===== config.mk =====
export PLATFORM = sky130hd
export DESIGN_NAME = mpsoc_ahb3_master_port
export DESIGN_NICKNAME = d
export VERILOG_FILES = /design/src/rtl/mpsoc_ahb3_master_port.sv
export SDC_FILE = /design/constraint.sdc
export NUM_CORES = 1
export LEC_CHECK = 0
export BUFFER_PORTS_ARGS = -buffer_cell sky130_fd_sc_hd__buf_4
export CAP_MARGIN = 20
export CORE_UTILIZATION = 30
export CTS_CLUSTER_DIAMETER = 100
export DETAILED_ROUTE_END_ITERATION = 7
export HOLD_SLACK_MARGIN = 0.02
export PLACE_DENSITY_LB_ADDON = 0.2
export SLEW_MARGIN = 40
export SYNTH_ARGS = -nofsm -noshare
export SYNTH_HDL_FRONTEND = slang
export SYNTH_SLANG_ARGS = --single-unit

===== constraint.sdc =====
create_clock -name HCLK -period 2.06 [get_ports HCLK]
set_input_delay 0.412 -clock HCLK [delete_from_list [all_inputs] [get_ports HCLK]]
set_output_delay 0.412 -clock HCLK [all_outputs]
set_load 0.02 [all_outputs]

===== src/rtl/mpsoc_ahb3_master_port.sv =====
// AHB3-Lite single-transfer master port.
// Turns a valid/ready command stream into pipelined NONSEQ transfers and
// returns one response pulse per transfer, in command order. A two-cycle
// ERROR response cancels the transfer waiting in its address phase; that
// transfer is re-issued once the error has been reported.
//
// state | meaning
// RUN   | normal pipelined operation, commands accepted while HREADY=1
// ERR1  | first ERROR cycle seen, bus idled, waiting for the second cycle
// RETRY | re-drive the cancelled address phase, then return to RUN
module mpsoc_ahb3_master_port #(
    parameter int XLEN = 64,
    parameter int PLEN = 64
) (
    input  logic            HCLK,
    input  logic            HRESETn,

    input  logic            cmd_valid,
    output logic            cmd_ready,
    input  logic            cmd_write,
    input  logic [PLEN-1:0] cmd_addr,
    input  logic [2:0]      cmd_size,
    input  logic [XLEN-1:0] cmd_wdata,

    output logic            rsp_valid,
    output logic [XLEN-1:0] rsp_rdata,
    output logic            rsp_err,

    output logic            HSEL,
    output logic [PLEN-1:0] HADDR,
    output logic [XLEN-1:0] HWDATA,
    input  logic [XLEN-1:0] HRDATA,
    output logic            HWRITE,
    output logic [2:0]      HSIZE,
    output logic [2:0]      HBURST,
    output logic [3:0]      HPROT,
    output logic [1:0]      HTRANS,
    output logic            HMASTLOCK,
    input  logic            HREADY,
    input  logic            HRESP
);

    typedef enum logic [1:0] {
        RUN   = 2'd0,
        ERR1  = 2'd1,
        RETRY = 2'd2
    } state_t;

    localparam logic [1:0] TRANS_IDLE   = 2'b00;
    localparam logic [1:0] TRANS_NONSEQ = 2'b10;

    state_t          state_q;
    logic            hsel_q;
    logic [PLEN-1:0] haddr_q;
    logic            hwrite_q;
    logic [2:0]      hsize_q;
    logic [1:0]      htrans_q;
    logic [XLEN-1:0] pend_wdata_q;   // write data of the command in address phase
    logic [XLEN-1:0] hwdata_q;
    logic            dp_active_q;
    logic            dp_write_q;
    logic            cancel_q;       // an address phase was cancelled by ERROR
    logic            rsp_valid_q;
    logic [XLEN-1:0] rsp_rdata_q;
    logic            rsp_err_q;
    logic            accept;

    // HRESETn gates cmd_ready so nothing is offered while the port is held in reset.
    assign cmd_ready = HREADY & (state_q == RUN) & HRESETn;
    assign accept    = cmd_valid & cmd_ready;

    assign HSEL      = hsel_q;
    assign HADDR     = haddr_q;
    assign HWDATA    = hwdata_q;
    assign HWRITE    = hwrite_q;
    assign HSIZE     = hsize_q;
    assign HTRANS    = htrans_q;
    assign HBURST    = 3'b000;
    assign HPROT     = 4'b0011;
    assign HMASTLOCK = 1'b0;
    assign rsp_valid = rsp_valid_q;
    assign rsp_rdata = rsp_rdata_q;
    assign rsp_err   = rsp_err_q;

    // Address/data phase pipeline, error recovery FSM and response register.
    always_ff @(posedge HCLK or negedge HRESETn) begin
        if (!HRESETn) begin
            state_q      <= RUN;
            hsel_q       <= 1'b0;
            haddr_q      <= '0;
            hwrite_q     <= 1'b0;
            hsize_q      <= 3'b000;
            htrans_q     <= TRANS_IDLE;
            pend_wdata_q <= '0;
            hwdata_q     <= '0;
            dp_active_q  <= 1'b0;
            dp_write_q   <= 1'b0;
            cancel_q     <= 1'b0;
            rsp_valid_q  <= 1'b0;
            rsp_rdata_q  <= '0;
            rsp_err_q    <= 1'b0;
        end else begin
            rsp_valid_q <= 1'b0;
            case (state_q)
                RUN: begin
                    if (dp_active_q && !HREADY && HRESP) begin
                        // First ERROR cycle: idle the bus, keep the address phase for retry.
                        cancel_q <= (htrans_q == TRANS_NONSEQ);
                        htrans_q <= TRANS_IDLE;
                        hsel_q   <= 1'b0;
                        state_q  <= ERR1;
                    end else if (HREADY) begin
                        if (dp_active_q) begin
                            rsp_valid_q <= 1'b1;
                            rsp_rdata_q <= dp_write_q ? '0 : HRDATA;
                            rsp_err_q   <= HRESP;
                        end
                        dp_active_q <= (htrans_q == TRANS_NONSEQ);
                        if (htrans_q == TRANS_NONSEQ) begin
                            dp_write_q <= hwrite_q;
                            if (hwrite_q) begin
                                hwdata_q <= pend_wdata_q;
                            end
                        end
                        if (accept) begin
                            hsel_q       <= 1'b1;
                            htrans_q     <= TRANS_NONSEQ;
                            haddr_q      <= cmd_addr;
                            hwrite_q     <= cmd_write;
                            hsize_q      <= cmd_size;
                            pend_wdata_q <= cmd_wdata;
                        end else begin
                            hsel_q   <= 1'b0;
                            htrans_q <= TRANS_IDLE;
                        end
                    end
                end
                ERR1: begin
                    if (HREADY) begin
                        rsp_valid_q <= 1'b1;
                        rsp_rdata_q <= dp_write_q ? '0 : HRDATA;
                        rsp_err_q   <= 1'b1;
                        dp_active_q <= 1'b0;
                        state_q     <= cancel_q ? RETRY : RUN;
                    end
                end
                RETRY: begin
                    if (HREADY) begin
                        hsel_q   <= 1'b1;
                        htrans_q <= TRANS_NONSEQ;
                        cancel_q <= 1'b0;
                        state_q  <= RUN;
                    end
                end
                default: state_q <= RUN;
            endcase
        end
    end

endmodule


### Word level (Yosys, flattened, before mapping)

Index checks and enable logic that the tools add are counted.

| cells by class | value |
|---|---|
| equality and inequality tests | 10 |
| muxes and demuxes | 36 |
| reduce and logical (&&, ||, !) cells | 14 |
| bitwise logic cells | 4 |

Operator list:

| kind | count |
|---|---|
| $mux W64 | 5 |
| $pmux W64 S2 | 1 |
| $mux W2 | 8 |
| $mux W1 | 15 |
| $reduce_and A4 Y1 | 3 |
| $ne A2 B2 Y1 const B | 5 |
| $pmux W1 S2 | 5 |
| $reduce_and A5 Y1 | 2 |
| $reduce_and A3 Y1 | 3 |
| $pmux W2 S3 | 1 |
| $eq A2 B2 Y1 const B | 2 |
| $pmux W2 S2 | 1 |
| $reduce_bool A2 Y1 | 2 |
| $and A1 B1 Y1 | 3 |
| $ne A3 B2 Y1 const B | 1 |
| $eq A2 B1 Y1 const B | 1 |
| $logic_and A1 B1 Y1 | 2 |
| $logic_not A2 Y1 | 1 |
| $ne A2 B1 Y1 const B | 1 |
| $logic_not A1 Y1 | 1 |
| $not A1 Y1 | 1 |

| word-level totals | value |
|---|---|
| input port bits | 201 |
| output and inout port bits | 210 |
| flip-flop bits (word level) | 270 |
| logic and storage cells | 78 |

### Depth between registers and ports, before layout

| logic depth | value |
|---|---|
| depth in word-level cells | 8 |
| gate-level depth with buffers | 6 |
| mapped depth without buffers | 3 |

### Least setup slack after synthesis

OpenSTA, ideal clock, no wires.

| path | value |
|---|---|
| path type | input -> register |
| from | input HREADY |
| to | register pend_wdata_q[10] |
| arrival | 1.551 ns |
| path buffers | 3 |
| library setup time | 0.125 ns |
| setup slack | 0.384 ns |
| required time | 1.935 ns |
| stages on the path | 6 |
| path through | clkbuf_2 -> and4bb_4 -> nand2_2 -> buf_6 -> buf_6 -> mux2_4 |

| on the way | value |
|---|---|
| elaborated cells between the ends (all ways) | 8 |
| those cells by class | bitwise: 4; reduce/logical: 4 |

RTL lines:

| element | line | RTL |
|---|---|---|
| from (decl) | 39 | `input logic HREADY,` |
| $and A1 B1 Y1 (2 in a row) | 69 | `assign cmd_ready = HREADY & (state_q == RUN) & HRESETn;` |
| named net cmd_ready | 19 | `output logic cmd_ready,` |
| $and A1 B1 Y1 | 70 | `assign accept = cmd_valid & cmd_ready;` |
| $reduce_and A4 Y1 (no source line) | n/a |  |
| to (signal assigned) | 131 | `pend_wdata_q <= cmd_wdata;` |
| to (decl) | 58 | `logic [XLEN-1:0] pend_wdata_q;` |

The timed path passes the listed nets, and every way through them passes these cells.
A chain may end at the register's enable or synchronous reset.

### Worst setup path in the final report

| path | value |
|---|---|
| from | register state_q[1] |
| to | output cmd_ready |

| on the way | value |
|---|---|
| cells in the longest elaborated chain, start to end | 3 |

Ends and longest elaborated chain:

| element | line | RTL |
|---|---|---|
| from (decl) | 52 | `state_t state_q;` |
| from (signal assigned) | 144 | `state_q <= cancel_q ? RETRY : RUN;` |
| $logic_not A2 Y1 | 69 |  |
| $and A1 B1 Y1 (2 in a row) | 69 |  |
| to (decl) | 19 |  |

Every way passes these cells.

==> flow_summary.yaml <==
timing:
  fmax_mhz: 499.6
  finalClockSkew_ps: 13.76
  finalCritPeriodShare_pct: 97.16
  fin_crit_ps: 2001
  hold_violations: 1
  worst_pin_slew_ps: 646.2
  whs_ps: -12.44
  slew_headroom_pct: 56.92
  rsz0062_at_grt: "no"
  drv_slew: 0
  setup_tns_ps: 0
  worst_slack_ps: 58.56
  setup_viol: 0
route:
  vias: 7409
  wl_per_cell_um: 17.46
  dr.first_iter.drc_count: 281
  viasPerCell: 4.531
  routed_wl_mm: 28.54
  drt-pass1-iter-count: 7
  remaining_drc_errors: 40
  ant_nets: 0
floorplan:
  initial_core_util_pct: 30.58
  die_w_um: 192.6
  core_area_um2: 35660
  rows: 69
  ios: 411
  dieArea_um2: 37100
  die_height_um: 192.6
global_routing:
  grt_max_degree: 132
  gr-total-overflow: 0
  grt_antenna_before_repair: 2
  first_global_vias: 7551
  grt_pass1_wl_mm: 42.88
  grtUsageTotal_pct: 14.76
cts:
  numCtsBuffers: 34
  insertion_delay_ps: 500
  ctsHoldBuffers: 1
  root_buffer: "clkbuf_16"
  cts.path.max_buffers: 3
  tritoncts: "yes"
  cts_resized: 0
  cts.sinks: 268
  htree_levels: 2
  clk_pin_slew_worst_paths_ps: 60
  post_cts_buffers: 0
synth:
  syn_avg_cell_area_um2: 14.40
  synth_area_um2: 10900
  synth_seq_cells: 268
  yosysWarnings: 0
  yosysUniqueCellTypes: 27
  seq_area_frac_synth_pct: 61.52
  synthCells: 757
critical_path:
  critPathMaxStageDelay_ps: 390
  r2r_setup_slack_ps: 280
  crit_top_cell: "buf_4"
  crit_slowest_cell: "and4bb_4"
  cp.required_ps: 1650
  cp_top_family: "simple AND/OR/NAND/NOR gates"
  cp_num_buf_inv: 2
  regToRegEndpoint: "pend_wdata_q[25]"
  cp-start-kind: "flip-flop"
  cp_cell_sequence: "buf_4 > and4bb_4 > buf_4"
  cp-end-kind: "output pin"
  reg2reg_depth: 5
  critical_path_arrival_ps: 1590
  crit_type: "flip-flop to output pin"
  crit_fanout: 7
  r2r-start: "state_q[1]"
final_layout:
  fin_util_pct: 43.50
  mostFrequentLayoutCells: "buf_4, dfrtp_1, mux2_2, mux2_4, o21ai_0"
  layout_commonest_cell: "buf_4"
  area_growth_pct: 42.28
  final_nets: 1353
  drive_gt1_share_pct: 57.08
run:
  cap_violations: 0
outcome:
  status: "complete, but fails checks"
  violations: "DRC, hold timing"
place:
  dp_hpwl_mm: 19.51
  pre_cts_slack_ps: 132.1
  routabilityCongestion: 0.7302
  io_buffers: 401
min_path:
  holdCritPathClass: "input pin to asynchronous set/reset pin"
pwr:
  power_density_nw_per_um2: 1504
  leakage_nw: 7.691
  peakVddDrop_mv: 0.8565
logic make-up (layout without fill, tap and decap cells):
family	count (synthesis)	count (layout)	synth area share, %
flops	268	268	61.52
mux	196	196	22.62
compound gates	140	140	8.814
buf+inv	135	543	6.117
simple gates	16	16	0.8609
other cells	2	11	0.06889
area by class of cell:
type	count	area, um^2
well taps	461	576.8
multi-input cells	361	3583
repair buffers	421	3341
inverters	66	247.7
diodes	2	5.005
flip-flops and latches	268	6708
fillers	3346	20140
clock inverters	5	33.78
clock buffers	51	1016
worst max-delay path by stage:
| stage | start | end | slack [ps] | cells past startpoint |
|---|---|---|---|---|
| finish | state_q[1] | cmd_ready | 60 | 3 |
| global route | state_q[1] | cmd_ready | 0.3 | 3 |
| CTS | state_q[1] | cmd_ready | 20 | 3 |
| detailed placement | HREADY | HWDATA[39] | 130 | 5 |
| global placement | HREADY | HWDATA[16] | 150 | 5 |
| floorplan | HREADY | pend_wdata_q[10] | 380 | 6 |
sequential cells by signal, summed over array words and instances (netlist names):
name	cells
rsp_valid	1
pend_wdata_q	64
HTRANS	1
HSIZE	3
HWRITE	1
state_q	2
dp_active_q	1
dp_write_q	1
HADDR	64
HWDATA	64
rsp_rdata	64
cancel_q	1
rsp_err	1
cells in the mapped netlist:
library cell  count  area (um^2)
clkbuf_1         23        86.33
nor3_1            2        10.01
nand2_1           4        15.01
and2b_1           1        7.510
nand2b_1          3        18.77
dfrtp_1         268         6706
mux2_2          127         1430
mux2_4           69         1036
inv_1            66        247.7
o41ai_1          64        560.5
a32o_1            1        10.01
o31a_1            1        8.760
a21oi_1           3        15.01
a22o_1            1        8.760
o31ai_1           2        15.01
nor2_1            3        11.26
a22oi_1           1        7.510
nand2_2           1        6.260
buf_1             5        18.77
o21ai_0          67        335.3
buf_4            11        82.58
conb_1            2        7.510
buf_6            13        146.4
nand4b_1          1        8.760
buf_2            16        80.08
and4bb_4          1        16.27
clkbuf_2          1        5.000
routing by layer:
metal,wire length [um],GRT usage [%]
met5,0,0
met4,796,5.391
met3,2130,3.964
met2,14070,24.23
met1,11540,18.52
power breakdown:
| group | switching, mW | internal [mW] | total [mW] |
|---|---|---|---|
| Clock | 2.18 | 3.39 | 5.57 |
| Combinational | 4.73 | 4.42 | 9.16 |
| Sequential | 1.17 | 7.43 | 8.60 |
| Total | 8.09 | 15.2 | 23.3 |
stage by stage:
stage | instances | power, mW | instance area [um^2]
after CTS | 1633 | 23.71 | 15510
after global routing | 1635 | 24.61 | 15510
final | 1635 | 23.32 | 15510
after floorplan | 764 | 13.69 | 10930
after detailed placement | 1576 | 17.95 | 14450
after global placement | 1575 | 17.78 | 14420
worst reg2reg max path, cell delays in order (launching register included):
cell and delay, ps:
dfrtp_1 370, buf_4 160, and4bb_4 390, nand2_8 150, buf_12 250, mux2_4 340
Power figures use the tool's default switching activity.
